<file path="src/rtl/sdram_write_if.sv">
// Write-phase bus between the FIFO controller/arbiter and the SDRAM write engine.
// The master side requests a burst and supplies FIFO data; the slave side
// (sdram_write) returns the FIFO read strobe and drives the SDRAM command bus.
interface sdram_write_if;
  logic        init_end;
  logic        wr_en;
  logic [23:0] wr_addr;
  logic [9:0]  wr_burst_len;
  logic [15:0] wr_data;
  logic        wr_ack;
  logic        wr_end;
  logic [3:0]  wr_cmd;
  logic [1:0]  wr_ba;
  logic [12:0] wr_sdram_addr;
  logic [15:0] wr_dq;
  logic        wr_dq_oe;

  modport master (
    output init_end, wr_en, wr_addr, wr_burst_len, wr_data,
    input  wr_ack, wr_end, wr_cmd, wr_ba, wr_sdram_addr, wr_dq, wr_dq_oe
  );

  modport slave (
    input  init_end, wr_en, wr_addr, wr_burst_len, wr_data,
    output wr_ack, wr_end, wr_cmd, wr_ba, wr_sdram_addr, wr_dq, wr_dq_oe
  );
endinterface

</file>
<file path="src/rtl/sdram_write.sv">
// SDRAM write engine: ACTIVE, one full-page WRITE burst fed from the write
// FIFO, BURST_STOP, PRECHARGE (all banks), then a one-cycle completion pulse.
// Command/address/DQ outputs are registered from the state of the previous
// cycle; wr_ack is decoded from the current state so that the FIFO word read
// on an ack cycle lands on wr_dq together with its WRITE/NOP command.
module sdram_write #(
  parameter int TRCD_CLK = 2,
  parameter int TWR_CLK  = 2,
  parameter int TRP_CLK  = 2
) (
  input  logic         clk,
  input  logic         rstn,
  sdram_write_if.slave bus
);

  localparam logic [3:0] CMD_NOP   = 4'b0111;
  localparam logic [3:0] CMD_ACT   = 4'b0011;
  localparam logic [3:0] CMD_WRITE = 4'b0100;
  localparam logic [3:0] CMD_BSTOP = 4'b0110;
  localparam logic [3:0] CMD_PRE   = 4'b0010;

  // Wait counters count down to zero, so load with (cycles - 1).
  localparam logic [9:0] TRCD_LD = 10'(TRCD_CLK - 1);
  localparam logic [9:0] TWR_LD  = 10'(TWR_CLK - 1);
  localparam logic [9:0] TRP_LD  = 10'(TRP_CLK - 1);

  typedef enum logic [3:0] {
    S_IDLE, S_ACT, S_TRCD, S_WR, S_BSTOP, S_TWR, S_PRE, S_TRP, S_END
  } state_t;

  state_t      r_state;
  logic [23:0] r_addr;
  logic [9:0]  r_len;
  logic [9:0]  r_cnt;
  logic [9:0]  r_ack_cnt;
  logic [3:0]  r_cmd;
  logic [1:0]  r_ba;
  logic [12:0] r_sdram_addr;
  logic [15:0] r_dq;
  logic        r_dq_oe;
  logic        r_end;
  logic        w_ack;

  // FIFO read strobe: one early ack in the last tRCD cycle, then one per WR
  // cycle until the latched length has been requested.
  assign w_ack = ((r_state == S_TRCD) && (r_cnt == 10'd0)) ||
                 ((r_state == S_WR) && (r_ack_cnt < r_len));

  assign bus.wr_ack        = w_ack;
  assign bus.wr_end        = r_end;
  assign bus.wr_cmd        = r_cmd;
  assign bus.wr_ba         = r_ba;
  assign bus.wr_sdram_addr = r_sdram_addr;
  assign bus.wr_dq         = r_dq;
  assign bus.wr_dq_oe      = r_dq_oe;

  // Sequencer and registered SDRAM-side outputs.
  always_ff @(posedge clk) begin
    if (!rstn) begin
      r_state      <= S_IDLE;
      r_addr       <= '0;
      r_len        <= '0;
      r_cnt        <= '0;
      r_ack_cnt    <= '0;
      r_cmd        <= CMD_NOP;
      r_ba         <= '0;
      r_sdram_addr <= '0;
      r_dq         <= '0;
      r_dq_oe      <= 1'b0;
      r_end        <= 1'b0;
    end else begin
      r_cmd   <= CMD_NOP;
      r_dq_oe <= 1'b0;
      r_end   <= 1'b0;
      if (w_ack) begin
        r_ack_cnt <= r_ack_cnt + 10'd1;
      end

      case (r_state)
        S_IDLE: begin
          if (bus.init_end && bus.wr_en) begin
            r_addr    <= bus.wr_addr;
            r_len     <= bus.wr_burst_len;
            r_ack_cnt <= '0;
            r_cnt     <= '0;
            // A zero-length request only produces the completion pulse.
            r_state   <= (bus.wr_burst_len == 10'd0) ? S_END : S_ACT;
          end
        end
        S_ACT: begin
          r_cmd        <= CMD_ACT;
          r_ba         <= r_addr[23:22];
          r_sdram_addr <= r_addr[21:9];
          r_cnt        <= TRCD_LD;
          r_state      <= S_TRCD;
        end
        S_TRCD: begin
          if (r_cnt == 10'd0) begin
            r_state <= S_WR;
          end else begin
            r_cnt <= r_cnt - 10'd1;
          end
        end
        S_WR: begin
          // Only the first beat carries the WRITE; the page burst continues
          // on NOPs. A10 = 0 keeps auto-precharge off.
          if (r_cnt == 10'd0) begin
            r_cmd        <= CMD_WRITE;
            r_sdram_addr <= {4'b0000, r_addr[8:0]};
          end
          r_dq    <= bus.wr_data;
          r_dq_oe <= 1'b1;
          if (r_cnt == r_len - 10'd1) begin
            r_cnt   <= '0;
            r_state <= S_BSTOP;
          end else begin
            r_cnt <= r_cnt + 10'd1;
          end
        end
        S_BSTOP: begin
          r_cmd   <= CMD_BSTOP;
          r_cnt   <= TWR_LD;
          r_state <= S_TWR;
        end
        S_TWR: begin
          if (r_cnt == 10'd0) begin
            r_state <= S_PRE;
          end else begin
            r_cnt <= r_cnt - 10'd1;
          end
        end
        S_PRE: begin
          r_cmd        <= CMD_PRE;
          r_sdram_addr <= 13'h0400;
          r_cnt        <= TRP_LD;
          r_state      <= S_TRP;
        end
        S_TRP: begin
          if (r_cnt == 10'd0) begin
            r_state <= S_END;
          end else begin
            r_cnt <= r_cnt - 10'd1;
          end
        end
        S_END: begin
          r_end   <= 1'b1;
          r_state <= S_IDLE;
        end
        default: r_state <= S_IDLE;
      endcase
    end
  end

endmodule

</file>
<file path="src/flat_wrapper.sv">
// flat-port wrapper written by rule: the top's interface ports become plain ports
module sdram_write_flat 
#(
  parameter int TRCD_CLK = 2,
  parameter int TWR_CLK  = 2,
  parameter int TRP_CLK  = 2
)
  (clk, rstn, bus_init_end, bus_wr_en, bus_wr_addr, bus_wr_burst_len, bus_wr_data, bus_wr_ack, bus_wr_end, bus_wr_cmd, bus_wr_ba, bus_wr_sdram_addr, bus_wr_dq, bus_wr_dq_oe);
  sdram_write_if bus_i ();
  input  logic clk;
  input  logic rstn;
  input wire logic [$bits(bus_i.init_end)-1:0] bus_init_end;
  input wire logic [$bits(bus_i.wr_en)-1:0] bus_wr_en;
  input wire logic [$bits(bus_i.wr_addr)-1:0] bus_wr_addr;
  input wire logic [$bits(bus_i.wr_burst_len)-1:0] bus_wr_burst_len;
  input wire logic [$bits(bus_i.wr_data)-1:0] bus_wr_data;
  output wire logic [$bits(bus_i.wr_ack)-1:0] bus_wr_ack;
  output wire logic [$bits(bus_i.wr_end)-1:0] bus_wr_end;
  output wire logic [$bits(bus_i.wr_cmd)-1:0] bus_wr_cmd;
  output wire logic [$bits(bus_i.wr_ba)-1:0] bus_wr_ba;
  output wire logic [$bits(bus_i.wr_sdram_addr)-1:0] bus_wr_sdram_addr;
  output wire logic [$bits(bus_i.wr_dq)-1:0] bus_wr_dq;
  output wire logic [$bits(bus_i.wr_dq_oe)-1:0] bus_wr_dq_oe;
  assign bus_i.init_end = bus_init_end;
  assign bus_i.wr_en = bus_wr_en;
  assign bus_i.wr_addr = bus_wr_addr;
  assign bus_i.wr_burst_len = bus_wr_burst_len;
  assign bus_i.wr_data = bus_wr_data;
  assign bus_wr_ack = bus_i.wr_ack;
  assign bus_wr_end = bus_i.wr_end;
  assign bus_wr_cmd = bus_i.wr_cmd;
  assign bus_wr_ba = bus_i.wr_ba;
  assign bus_wr_sdram_addr = bus_i.wr_sdram_addr;
  assign bus_wr_dq = bus_i.wr_dq;
  assign bus_wr_dq_oe = bus_i.wr_dq_oe;
  sdram_write #(.TRCD_CLK(TRCD_CLK), .TWR_CLK(TWR_CLK), .TRP_CLK(TRP_CLK)) u_core (.clk(clk), .rstn(rstn), .bus(bus_i));
endmodule
</file>
<file path="config.mk">
export PLATFORM = sky130hd
export DESIGN_NAME = sdram_write_flat
export DESIGN_NICKNAME = d
export VERILOG_FILES = /design/src/rtl/sdram_write_if.sv /design/src/rtl/sdram_write.sv /design/src/flat_wrapper.sv
export SDC_FILE = /design/constraint.sdc
export NUM_CORES = 1
export LEC_CHECK = 0
export CORE_UTILIZATION = 47
export CTS_CLUSTER_DIAMETER = 60
export DETAILED_ROUTE_END_ITERATION = 10
export PLACE_DENSITY = 0.76
export SLEW_MARGIN = 20
export SYNTH_ARGS = -nofsm -noshare
export SYNTH_HDL_FRONTEND = slang
export SYNTH_SLANG_ARGS = --single-unit
</file>
<file path="constraint.sdc">
create_clock -name clk -period 2 [get_ports clk]
set_input_delay 0.4 -clock clk [delete_from_list [all_inputs] [get_ports clk]]
set_output_delay 0.4 -clock clk [all_outputs]
set_load 0.02 [all_outputs]
</file>
==> reports/metrics.cfg, run 1 <==
[setup_path]
startpoint_type=flip-flop
cp.required_ps=1600
cp-end-kind=output pin
crit_type=flip-flop to output pin
crit_arrival_ps=1820
crit_path_max_fanout=2

[floorplan]
dieArea_sq_um=10600
design.core.area_sq_um=9820
io_pins=92
die_w_microns=103
die_y_microns=103
start_util=0.487
rows=36

[timing]
setup_tns_ps=-954
hold_viol=0
min_period_over_period=1.11
slew_violations=0
rsz0062_at_grt=yes
finClkSkew_ps=7.49
fmax_ghz=0.451
setup_ws_ps=-220
period_needed_ps=2220
final-setup-viol-count=16

[final_layout]
syn_to_final_growth_pct=48.9
instances_no_fill=909
diodes=0
final_layout_size_suffix_gt1_frac=0.284
final_util=0.725
nets=839

[logic_synthesis]
syn_nets=671
synthesis.area_sq_um=4780
synth_adder_area_share=0.0366
synth_top_family_by_area=simple AND/OR/NAND/NOR gates
synth_cell_type_count=67
synth_compound_area_frac=0.215
ys_ff_latch=94
synth_xor_area_frac=0.0340
synth_edf_count=0
netlist_instances=603
ys_async_sr_fraction=0
yosys_warnings=0
ys.flop_type=dfxtp_1
seq_area_frac_synth=0.394
yosys.area_share.simple=0.258
synthesis.area_per_instance_sq_um=7.93
muxShareOfSynthArea=0.00628

[detailed_routing]
vias_per_cell=5.49
wl_per_cell_microns=16.1
first_pass_iters=5
antenna_left=0
post-route-drc-count=0
drt_iter0_drc=314
vias=4990
wl_mm=14.6

[power_and_ir_drop]
power_mw=6.84
power.density_nw_per_um2=961
vdd_drop_max_mv=0.717
p_leak_nw=2.69

[clock_tree]
clockRootBuffer=clkbuf_8
clk_latency_ps=380
cts-htree-levels=3
ctsLongestPathBuffers=2
cts.sinks=94
cts_inserted_buffers=9
clkTransAtPathRegs_ps=90
cts_tree=built

[outcome]
violations=setup timing
status=complete, but fails checks

[global_route]
grtUsageTotal=0.278
grt_max_degree=44
grt_remaining_overflow=0
grt_first_pass_wirelength_mm=22.6
grt_pass1_vias=4839
antenna_found_initial=0

[flow_run]
cap_violations=0

[place]
globalplace.congestion=0.902
port_buffers=90
pre_cts_ws_ps=-294
hpwl_mm=9.81
dp.cells=876

[min_path]
hp-class=flip-flop to flip-flop

## layout make-up
type                            instances  area (sq um)
Multi-Input combinational cell        451          3000
Fill cell                             747          2700
Sequential cell                        94          1900
Timing Repair Buffer                  197          1780
Tap cell                              133           166
Clock buffer                           12           145
Inverter                               18          67.6
Clock inverter                          4          55.1
## kinds of logic (layout without fill, tap and decap cells)
logic type                 after synthesis  count (layout)
muxes                                    3               3
buffers and inverters                   58             231
AOI/OAI and AO/OA                      159             159
xor gates and xnor gates                17              17
adders and majority gates               14              14
other                                    1               1
DFF                                     94              94
and+or+nand+nor                        257             257
## state kept, by name (all words and copies together), names as in the netlist
| register | cells |
|---|---|
| u_core.r_ack_cnt | 10 |
| u_core.r_cnt | 10 |
| u_core.r_state | 4 |
| u_core.r_addr | 24 |
| u_core.bus.wr_dq_oe | 1 |
| u_core.bus.wr_cmd | 3 |
| u_core.bus.wr_dq | 16 |
| u_core.bus.wr_sdram_addr | 13 |
| u_core.r_len | 10 |
| u_core.bus.wr_ba | 2 |
| u_core.bus.wr_end | 1 |
## per-layer routing
| metal | up-vias | part of all wire | GRT usage |
|---|---|---|---|
| met3 | 20 | 0.068 | 0.0827 |
| met1 | 2357 | 0.41 | 0.325 |
| met4 | 0 | 0.016 | 0.0802 |
| met5 | - | 0 | 0 |
| met2 | 181 | 0.51 | 0.492 |
| li1 | 2432 | - | - |
## Yosys cell counts (2+ instances only)
cell type  instances  area share
nand2_1          124       0.097
dfxtp_1           94        0.39
a21oi_1           72       0.075
nor2_1            37       0.029
o21ai_0           25       0.026
nand3_1           23       0.024
clkbuf_1          21       0.016
inv_1             17       0.013
ha_1              14       0.037
nor3_1            12       0.013
nand2b_1          10       0.013
a22oi_1            9       0.014
xor2_1             9       0.016
buf_2              8      0.0084
a211oi_2           7       0.018
buf_4              7       0.011
o211ai_1           7       0.011
xnor2_1            7       0.013
and3_1             6      0.0079
nor2b_1            6      0.0079
nor4_1             6      0.0079
or3_1              6      0.0079
a211oi_1           5      0.0079
a21o_1             4      0.0063
a31oi_1            4      0.0052
and2_1             4      0.0052
nand4_1            4      0.0052
a221oi_1           3      0.0055
mux2i_1            3      0.0063
nor4b_1            3      0.0055
and3b_1            2      0.0037
buf_1              2      0.0016
buf_6              2      0.0047
nand3b_1           2      0.0031
nor3_4             2      0.0068
o2111ai_1          2      0.0037
o21a_1             2      0.0031
o21ai_1            2      0.0021
o22ai_1            2      0.0026
## placed cells by master (no fill, tap or decap), types with 9 or more instances in the layout
cell and instances:
a22oi_1 9, nand3_1 21, clkbuf_8 10, buf_4 91, xor2_1 9, buf_6 15, dfxtp_1 79, nor2_1 34
clkdlybuf4s50_1 89, a21oi_1 65, nor3_1 10, inv_1 11, a211oi_2 12, o21ai_0 21, dfxtp_2 14, nand2_1 122
## path summary, 6_finish.rpt
kind | startpoint | to | slack [ps] | cells past startpoint
setup / recovery | u_core.r_len[3]$_SDFFE_PN0P_ | bus_wr_ack | -220 | 8
hold / removal | u_core.bus.wr_dq[11]$_SDFFE_PN0P_ | u_core.bus.wr_dq[11]$_SDFFE_PN0P_ | 460 | 2
setup reg to reg | u_core.r_len[3]$_SDFFE_PN0P_ | u_core.r_ack_cnt[5]$_SDFF_PN0_ | -150 | 11
hold reg to reg | u_core.bus.wr_dq[11]$_SDFFE_PN0P_ | u_core.bus.wr_dq[11]$_SDFFE_PN0P_ | 460 | 2
## worst max-delay path: stages, from the launching register on
cell and delay (ps):
dfxtp_2 350, inv_1 70, ha_1 260, o21ai_0 70
o21ai_1 210, a41oi_4 160, nor2_4 160, inv_2 50
buf_6 120
## repair_timing
action / 4_1_cts / 5_1_grt
gates cloned: 2 / 0
endpoints found under the hold margin: 0 / 0
endpoints found under the setup margin: 30 / 57
buffers inserted: 8 / 10
hold buffers: 0 / 0
pin swaps: 29 / 34
resized for setup: 62 / 48
## where the power goes
group	leakage (nW)	internal [mW]	switching, mW
combinational	1.83	1.60	1.67
sequential	0.770	2.09	0.148
clock	0.0972	0.621	0.705
total	2.69	4.31	2.52
## metrics by stage
step	area [sq um]	hold slack [ps]
floorplan	4790	436
global placement	6350	442
detailed placement	6350	448
CTS	6870	462
global route	7120	482
finish	7120	459
No activity file was read; power rests on OpenSTA's default activity.
==> run 2: changes to the inputs <==
- ABC_AREA: unset -> 0
- CORE_UTILIZATION: 47 -> 49
- CTS_BUF_LIST: unset -> sky130_fd_sc_hd__clkbuf_8
- PLACE_DENSITY: 0.76 -> 0.79
- TNS_END_PERCENT: unset -> 30
==> reports/metrics.cfg, run 2 (synthesized netlist as in run 1, its figures left out) <==
[detailed_routing]
wl_mm=15.5
vias=5130
drt_iter0_drc=289
post-route-drc-count=0
antenna_left=0
vias_per_cell=5.73
first_pass_iters=5
wl_per_cell_microns=17.3

[setup_path]
startpoint=u_core.r_len[0]$_SDFFE_PN0P_
reg2reg_depth=10
max_stage_delay_ps=380
crit_type=flip-flop to flip-flop
worst-path-buf-inv=2
startpoint_type=flip-flop
worstPathCellList=inv_2 > ha_4 > nor2b_4 > and3_4 > o32ai_4 > o21ai_4 > a31oi_4 > buf_6 > or2_1 > a31o_2
crit_arrival_ps=2510
r2r-start=u_core.r_len[0]$_SDFFE_PN0P_
slowest_stage=dfxtp_4
cp_top_family=simple AND/OR/NAND/NOR gates
cp-end-kind=flip-flop
crit_path_max_fanout=5
cp.required_ps=2260
r2r-end=u_core.r_state[0]$_SDFFE_PN0P_
worst-r2r-setup-slack_ps=-250

[final_layout]
nets=831
syn_to_final_growth_pct=48.6
final_layout_size_suffix_gt1_frac=0.263
multi_input_comb_area_sq_um=2970
largest_register_ffs=24
final_cell_mix=nand2_1, clkdlybuf4s50_1, buf_4, dfxtp_1, a21oi_1
register_area_sq_um=1900
final_area_sq_um=7100
fillCellCount=609
diodes=0
layout_commonest_cell=nand2_1
instances_no_fill=896
final_util=0.761
max_flop_register=u_core.r_addr

[clock_tree]
cts.sinks=94
ctsLongestPathBuffers=2
clkTransAtPathRegs_ps=100
cts-htree-levels=3
clk_latency_ps=370
ctsHoldBuffers=0
clockRootBuffer=clkbuf_8
cts_tree=built
cts_inserted_buffers=9

[timing]
worst_pin_slew_ps=631
period_needed_ps=2250
setup_ws_ps=-249
setup_tns_ps=-2080
fmax_ghz=0.445
min_period_over_period=1.12
finClkSkew_ps=10.0
slew_headroom=0.573
rsz0062_at_grt=yes
whs_ps=459
final-setup-viol-count=19
slew_violations=0
hold_viol=0

[outcome]
status=complete, but fails checks
violations=setup timing

[place]
placed_area_sq_um=6310
port_buffers=90
pre_cts_ws_ps=-341
globalplace.congestion=0.922
dp.cells=864
hpwl_mm=9.96

[global_route]
grt_max_degree=35
grt_remaining_overflow=0
antenna_found_initial=0
grtUsageTotal=0.290
grt_first_pass_wirelength_mm=23.1
grt_pass1_vias=5030

[power_and_ir_drop]
power.density_nw_per_um2=1000
power_mw=7.10
p_leak_nw=2.68
vdd_drop_max_mv=0.655

[min_path]
holdPathStages=2
hold_start=u_core.r_addr[11]$_SDFFE_PN0P_
hold_path_end=u_core.r_addr[11]$_SDFFE_PN0P_
hp-class=flip-flop to flip-flop

[floorplan]
dieArea_sq_um=10200
die_y_microns=101
die_w_microns=101
start_util=0.512
rows=35
design.core.area_sq_um=9330
io_pins=92

[flow_run]
cap_violations=0

run 2: cell count changes in the layout (fill, tap and decap cells not counted), sizes merged:
cell      change
inv           +1
clkinvlp      -1
bufinv        +2
clkbuf        -1
buf          -10
run 2: layout make-up:
type                            instances  area share
Multi-Input combinational cell        451       0.418
Sequential cell                        94       0.268
Tap cell                              129      0.0227
Inverter                               18     0.00987
Clock buffer                            9      0.0174
Clock inverter                          6      0.0164
Timing Repair Buffer                  189       0.248
run 2: where the power goes:
part	internal [mW]	switching (mW)
combinational	1.64	1.67
sequential	2.09	0.140
clock	0.836	0.727
run 2: how the worst max path moves through the flow:
stage,slack (ps),end,cells after the start
2_1_floorplan,-20,u_core.r_cnt[9]$_SDFFE_PN0P_,10
3_3_place_gp,-260,bus_wr_ack,8
3_5_place_dp,-340,bus_wr_ack,8
4_1_cts,-160,u_core.r_state[0]$_SDFFE_PN0P_,9
5_1_grt,-290,u_core.r_state[0]$_SDFFE_PN0P_,10
6_report,-250,u_core.r_state[0]$_SDFFE_PN0P_,10
run 2: worst register-to-register path, cell delays in order (launching register included):
cell and delay (ps):
dfxtp_4 380, inv_2 60, ha_4 150, nor2b_4 240, and3_4 240, o32ai_4 100
o21ai_4 230, a31oi_4 120, buf_6 150, or2_1 240, a31o_2 230
run 2: layer usage:
layer	up-vias	global-route usage	wire [microns]
li1	2420	-	-
met5	-	0	0
met2	241	0.521	7830
met1	2415	0.325	5980
met3	54	0.0770	1180
met4	0	0.116	486
run 2: repair_timing:
action | 4_1_cts | 5_1_grt
pin swaps | 18 | 32
setup endpoints to repair | 32 | 34
gates cloned | 1 | 2
gates resized for setup | 44 | 43
setup buffers | 6 | 8
==> run 3: changes to the inputs <==
--- a/config.mk
+++ b/config.mk
@@ -12,4 +12,5 @@
 export DETAILED_ROUTE_END_ITERATION = 10
 export PLACE_DENSITY = 0.79
+export SKIP_LAST_GASP = 1
 export SLEW_MARGIN = 20
 export SYNTH_ARGS = -nofsm -noshare
==> constraint.sdc (replaced) <==
create_clock -name clk -period 2 [get_ports clk]
set_input_delay 0.2 -clock clk [delete_from_list [all_inputs] [get_ports clk]]
set_output_delay 0.2 -clock clk [all_outputs]
set_load 0.02 [all_outputs]
==> reports/metrics.cfg, run 3 (synthesized netlist as in run 1, its figures left out) <==
[floorplan]
die_y_microns=101
rows=35
dieArea_sq_um=10200
io_pins=92
design.core.area_sq_um=9330
die_w_microns=101
start_util=0.512

[setup_path]
crit_type=flip-flop to flip-flop
r2r-end=u_core.r_cnt[0]$_SDFFE_PN0P_
startpoint_type=flip-flop
worst-path-buf-inv=4
r2r-start=u_core.r_len[1]$_SDFFE_PN0P_
cp.required_ps=2280
crit_path_max_fanout=5
slowest_stage=dfxtp_2
worstPathCellList=inv_2 > ha_4 > xor2_1 > o211ai_1 > a211oi_2 > buf_4 > a31oi_4 > buf_6 > buf_4 > and2_1 > o21a_1
max_stage_delay_ps=340
cp-end-kind=flip-flop
crit_top_cell=buf_4
cp_top_family=compound AO/OA/AOI/OAI gates
worst-r2r-setup-slack_ps=-100
crit_arrival_ps=2380
reg2reg_depth=11

[global_route]
grt_first_pass_wirelength_mm=21.7
grtUsageTotal=0.269
antenna_found_initial=0
grt_pass1_vias=4583
grt_max_degree=53
grt_remaining_overflow=0

[timing]
period_needed_ps=2100
final-setup-viol-count=16
slew_headroom=0.623
setup_ws_ps=-104
worst_pin_slew_ps=565
min_period_over_period=1.05
rsz0062_at_grt=yes
setup_tns_ps=-671
hold_viol=0
finClkSkew_ps=14.6
fmax_ghz=0.475
slew_violations=0

[final_layout]
final_area_sq_um=6670
diodes=0
final_util=0.715
nets=816
largest_register_ffs=24
max_flop_register=u_core.r_addr
layout_commonest_cell=nand2_1
syn_to_final_growth_pct=39.5
final_cell_mix=nand2_1, clkdlybuf4s50_1, buf_4, dfxtp_1, a21oi_1
final_layout_size_suffix_gt1_frac=0.212
fillCellCount=719

[detailed_routing]
vias_per_cell=5.55
first_pass_iters=5
drt_iter0_drc=285
antenna_left=0
vias=4880
post-route-drc-count=0
wl_per_cell_microns=15.6
wl_mm=13.7

[min_path]
holdPathStages=3
hp-class=primary input to flip-flop
hold_path_end=u_core.bus.wr_dq[13]$_SDFFE_PN0P_
hold_start=bus_wr_data[13]

[clock_tree]
ctsLongestPathBuffers=2
cts-htree-levels=3
clockRootBuffer=clkbuf_8
clkTransAtPathRegs_ps=100
cts_inserted_buffers=9
cts_tree=built
ctsHoldBuffers=0
clk_latency_ps=370
cts.sinks=94

[outcome]
status=complete, but fails checks
violations=setup timing

[flow_run]
cap_violations=0

[place]
hpwl_mm=9.56
globalplace.congestion=0.897
port_buffers=90
placed_area_sq_um=6200

[power_and_ir_drop]
power.density_nw_per_um2=971
vdd_drop_max_mv=0.692
power_mw=6.47
p_leak_nw=2.54

[run 3: layer usage]
metal / global-route usage / vias up / routed length (microns) / part of all wire
li1: - / 2390 / - / -
met1: 0.318 / 2291 / 5670 / 0.41
met3: 0.0687 / 24 / 894 / 0.065
met5: 0 / - / 0 / 0
met2: 0.466 / 175 / 6870 / 0.50
met4: 0.108 / 0 / 299 / 0.022
[run 3: layout make-up]
class | count | area [sq um] | share of cell area
clock buffer | 9 | 124 | 0.0186
tap | 129 | 161 | 0.0242
clock inverter | 5 | 60.1 | 0.00901
multi-input combinational | 451 | 2760 | 0.414
timing repair buffer | 174 | 1590 | 0.239
sequential | 94 | 1910 | 0.286
inverter | 18 | 67.6 | 0.0101
[run 3: metrics by stage]
step	worst slack, ps	std cells	hold WS [ps]
after floorplan	-22.1	603	318
after global placement	-153	854	443
after detailed placement	-211	854	447
after CTS	-52.3	872	354
after global routing	-189	880	377
final	-104	880	375
[run 3: worst max-delay path by stage]
stage | start | to | slack (ps) | cells after the start
after floorplan | u_core.r_len[0]$_SDFFE_PN0P_ | u_core.r_cnt[9]$_SDFFE_PN0P_ | -20 | 10
after global placement | u_core.r_len[1]$_SDFFE_PN0P_ | u_core.r_state[0]$_SDFFE_PN0P_ | -150 | 9
after detailed placement | u_core.r_len[1]$_SDFFE_PN0P_ | u_core.r_state[0]$_SDFFE_PN0P_ | -210 | 9
after CTS | u_core.r_cnt[0]$_SDFFE_PN0P_ | bus_wr_ack | -50 | 8
after global routing | u_core.r_len[1]$_SDFFE_PN0P_ | u_core.r_cnt[0]$_SDFFE_PN0P_ | -190 | 11
final | u_core.r_len[1]$_SDFFE_PN0P_ | u_core.r_cnt[0]$_SDFFE_PN0P_ | -100 | 11
[run 3: worst min-delay path: cells and delay by family]
kind,cells,cell delay [ps]
AND/OR/NAND/NOR,1,50
AO/OA/AOI/OAI,1,50
buffers and inverters,1,390
[run 3: power breakdown]
part	leakage (nW)	switching, mW	internal [mW]
logic	1.67	1.51	1.44
clock network	0.0915	0.697	0.570
registers	0.771	0.162	2.09
[run 3: repair_timing]
action / 4_1_cts / 5_1_grt
setup buffers: 3 / 6
gates resized for setup: 37 / 14
setup endpoints to repair: 32 / 45
cloned: 1 / 2
endpoints found under the hold margin: 0 / 0
pin swaps: 20 / 13
